$ cat src/rtl/instr_fetch.sv
// Instruction fetch unit. It drives word addresses to a registered-read instruction memory
// and queues the returned {pc, instr} pairs in a skid FIFO toward decode.
module instr_fetch #(
  parameter int MEM_DEPTH = 32,
  parameter int RESET_PC  = 0,
  parameter int BUF_DEPTH = 2
) (
  input  logic        clk,
  input  logic        rst,
  output logic [31:0] mem_addr,
  input  logic [31:0] mem_data,
  output logic [31:0] out_instr,
  output logic [31:0] out_pc,
  output logic        out_valid,
  input  logic        in_ready,
  input  logic        in_redirect,
  input  logic [31:0] in_target,
  output logic        done
);

  localparam int PTR_W = (BUF_DEPTH > 1) ? $clog2(BUF_DEPTH) : 1;
  localparam int CNT_W = $clog2(BUF_DEPTH + 1) + 1;
  localparam logic [31:0]      PC_END   = 32'(MEM_DEPTH);
  localparam logic [31:0]      PC_START = 32'(RESET_PC);
  localparam logic [PTR_W-1:0] PTR_LAST = PTR_W'(BUF_DEPTH - 1);

  logic [31:0]      fetch_pc;
  logic             req_valid;
  logic [31:0]      req_pc;
  logic [31:0]      buf_pc    [BUF_DEPTH];
  logic [31:0]      buf_instr [BUF_DEPTH];
  logic [PTR_W-1:0] rd_ptr;
  logic [PTR_W-1:0] wr_ptr;
  logic [CNT_W-1:0] fifo_count;

  logic pop;
  logic push;
  logic in_range;
  logic has_credit;
  logic issue;

  function automatic logic [PTR_W-1:0] ptr_inc(input logic [PTR_W-1:0] p);
    return (p == PTR_LAST) ? '0 : p + PTR_W'(1);
  endfunction

  assign mem_addr  = fetch_pc;
  assign out_valid = (fifo_count != '0);
  assign out_pc    = out_valid ? buf_pc[rd_ptr]    : '0;
  assign out_instr = out_valid ? buf_instr[rd_ptr] : '0;

  // Credit counts the in-flight request as occupied so its data always has a slot.
  assign pop        = out_valid & in_ready;
  assign push       = req_valid & ~in_redirect;
  assign in_range   = (fetch_pc < PC_END);
  assign has_credit = (fifo_count + CNT_W'(req_valid)) < (CNT_W'(BUF_DEPTH) + CNT_W'(pop));
  assign issue      = ~in_redirect & in_range & has_credit;

  always_ff @(posedge clk or posedge rst) begin
    if (rst) begin
      fetch_pc  <= PC_START;
      req_valid <= 1'b0;
      req_pc    <= '0;
    end else if (in_redirect) begin
      fetch_pc  <= in_target;
      req_valid <= 1'b0;
    end else if (issue) begin
      req_pc    <= fetch_pc;
      req_valid <= 1'b1;
      fetch_pc  <= fetch_pc + 32'd1;
    end else begin
      req_valid <= 1'b0;
    end
  end

  always_ff @(posedge clk or posedge rst) begin
    if (rst) begin
      rd_ptr     <= '0;
      wr_ptr     <= '0;
      fifo_count <= '0;
    end else if (in_redirect) begin
      rd_ptr     <= '0;
      wr_ptr     <= '0;
      fifo_count <= '0;
    end else begin
      if (push) wr_ptr <= ptr_inc(wr_ptr);
      if (pop)  rd_ptr <= ptr_inc(rd_ptr);
      fifo_count <= fifo_count + CNT_W'(push) - CNT_W'(pop);
    end
  end

  // Entry storage needs no reset; the outputs are masked while the FIFO is empty.
  always_ff @(posedge clk) begin
    if (push) begin
      buf_pc[wr_ptr]    <= req_pc;
      buf_instr[wr_ptr] <= mem_data;
    end
  end

  always_ff @(posedge clk or posedge rst) begin
    if (rst) begin
      done <= 1'b0;
    end else begin
      done <= ~in_range & ~req_valid & (fifo_count == '0);
    end
  end

endmodule

$ cat config.mk
export PLATFORM = sky130hd
export DESIGN_NAME = instr_fetch
export DESIGN_NICKNAME = d
export VERILOG_FILES = /design/src/rtl/instr_fetch.sv
export SDC_FILE = /design/constraint.sdc
export NUM_CORES = 1
export LEC_CHECK = 0
export ABC_AREA = 1
export BUFFER_PORTS_ARGS = -buffer_cell sky130_fd_sc_hd__buf_2
export CORE_UTILIZATION = 44
export DETAILED_ROUTE_END_ITERATION = 8
export HOLD_SLACK_MARGIN = 0.12
export PLACE_DENSITY_LB_ADDON = 0.15
export SLEW_MARGIN = 10
export SYNTH_ARGS = -nofsm -noshare
export SYNTH_HDL_FRONTEND = slang
export SYNTH_SLANG_ARGS = --single-unit
$ cat constraint.sdc
create_clock -name clk -period 9.1 [get_ports clk]
set_input_delay 1.82 -clock clk [delete_from_list [all_inputs] [get_ports clk]]
set_output_delay 1.82 -clock clk [all_outputs]
set_load 0.02 [all_outputs]
==> impl_metrics.toml <==
[floorplanning]
rows = 49
io_pins = 166
fp.dieH_um = 138
fp.dieW_um = 138
core_area_um2 = 18000
initial_core_util = 0.451
die_area_um2 = 19000

[power]
peakVddDrop_mv = 0.139
power.density_nw_per_um2 = 276
power.total_mw = 2.69
p_leak_nw = 4.84

[placed_design]
portBuffers = 165
routabilityCongestion = 0.722
placed_area_um2 = 9150
dp_hpwl_mm = 9.26

[job]
maxCapViolCount = 0

[synth]
ys_ff_latch = 199
yosysUniqueCellTypes = 24
synth_cells = 808
synthesis.area_um2 = 8130
ys_seq_area_frac = 0.692
synthesis.nets = 882
synth_top_area_cell = "edfxtp_1"
synthTopCellsByArea = "edfxtp_1, dfrtp_1, nand2_1"
avgSynthCellArea_um2 = 10.1
ys_warn_count = 0
synth_top_area_frac = 0.473

[cts]
clockBufferDepth = 2
cts_tree = "done"
postCtsResizedCells = 0
clkSinkCount = 199
cts_buffers = 17
clk_latency_ps = 430
root_buffer = "clkbuf_16"
clk_pin_slew_ps = 70
hold_buffers = 0
cts_setup_buffers = 0
htreeDepth = 4

[grt]
grt_pass1_vias = 4996
grt_use_total = 0.171
grt-ovfl-total = 0
grt_max_degree = 72
grt_pass1_wl_mm = 24.3
antenna_found_initial = 0

[sta]
hold_violations = 0
maxSlewViolCount = 0
setup_violations = 0
max-slew-margin-rel = 0.388
setup-tns-final_ps = 0
fin_crit_ps = 4130
max_freq_mhz = 242
finalClockSkew_ps = 8.11
period_share = 0.454
worstMarginPinSlew_ps = 918
grt_setup_unrepaired = "no"

[critical_path]
r2r_setup_slack_ps = 6550
cp_max_fo = 37
cp.required_ps = 7280
worstSetupPathType = "flop to output pin"
critPathLaunchType = "flop"
endpoint_kind = "output pin"
cp.arrival_ps = 2310

[detailed_routing]
routed_via_density = 4.48
antenna_left = 0
drt_wl_total_mm = 15.3
first_pass_iters = 4
via_count = 5398
wl_per_cell_um = 12.7
drt_iter0_drc = 379
drc = 0

[cells_and_area]
design_area_um2 = 9750
syn2layout_area_growth_pct = 20.0
fill_cells = 1661
nets = 1038
fin_util = 0.541
multi_input_area_um2 = 1960
layout-drive-gt1-share = 0.221
seqCellArea_um2 = 5620
diodes = 0

[run_status]
status = "complete, no violations"

[min_path]
hold_class = "flop to flop"
## critical path, stage by stage (launching register included)
cell     delay (ps)
dfrtp_1         440
nor2_1           90
nand2_2         500
buf_4           480
nand2_1         120
inv_1            90
buf_2           160
## final cells by class
class / count / share of cell area
Clock buffer: 21 / 0.0472
Clock inverter: 11 / 0.0150
Inverter: 103 / 0.0398
Multi-Input combinational cell: 470 / 0.201
Sequential cell: 199 / 0.576
Tap cell: 229 / 0.0294
Timing Repair Buffer: 173 / 0.0908
## report_power, final
| group | leakage, nW | switching (mW) | total [mW] | internal (mW) |
|---|---|---|---|---|
| clock network | 0.295 | 0.311 | 0.759 | 0.448 |
| logic | 2.81 | 0.649 | 0.924 | 0.274 |
| registers | 1.74 | 0.0229 | 1.00 | 0.982 |
| total | 4.84 | 0.983 | 2.69 | 1.70 |
## layer usage
layer	global-route usage	wire, um	vias to the layer above
met5	0	0	-
met4	0.0670	210	0
met3	0.0355	699	16
met2	0.281	7370	137
met1	0.221	7010	2441
li1	-	-	2804
## state kept, by name (all words and copies together) (netlist names)
| name | flops |
|---|---|
| buf_instr | 64 |
| buf_pc | 64 |
| rd_ptr | 1 |
| done | 1 |
| req_pc | 32 |
| mem_addr | 32 |
| wr_ptr | 1 |
| fifo_count | 3 |
| req_valid | 1 |
## synth_stat cells, drive strengths merged
master,n
xnor2,2
nor2,49
buf,17
o22ai,1
nor3,1
xor2,4
edfxtp,128
nand2,362
o21ai,6
dfrtp,71
or2,2
ha,5
clkbuf,19
a21oi,3
fa,1
inv,103
nand3,34
## cell usage in the layout, fill, tap and decap left out, drive strengths merged
master	synthesis	layout
nand2	362	362
buf	17	173
edfxtp	128	128
inv	103	104
dfrtp	71	71
nor2	49	49
nand3	34	34
clkbuf	19	21
o21ai	6	6
clkinv	0	6
ha	5	5
xor2	4	4
a21oi	3	3
bufinv	0	3
xnor2	2	2
or2	2	2
nor3	1	1
o22ai	1	1
fa	1	1
clkinvlp	0	1
## final timing paths
check | start | endpoint | depth (start not counted)
hold / removal | req_pc[31] | buf_pc[1][31] | 0
setup / recovery | fifo_count[1] | out_pc[30] | 6
max in group asynchronous | rst | rd_ptr | 3
setup reg to reg | fifo_count[1] | fifo_count[2] | 11
hold reg to reg | req_pc[31] | buf_pc[1][31] | 0
min in group asynchronous | rst | req_pc[17] | 3
## per-stage QoR
stage          hold slack, ps  instances  worst slack [ps]
6_report                  470       1206              4970
5_1_grt                   481       1206              4770
4_1_cts                   472       1206              4900
3_5_place_dp              456       1174              4840
3_3_place_gp              451       1174              4880
2_1_floorplan             442        808              3620
## cell families after synthesis
logic type      share of synthesized area
simple gates                        0.217
flops                               0.692
fa+ha+maj                          0.0102
compound gates                    0.00631
buf+inv                            0.0690
xor+xnor                          0.00647
No activity file was read; power rests on OpenSTA's default activity.
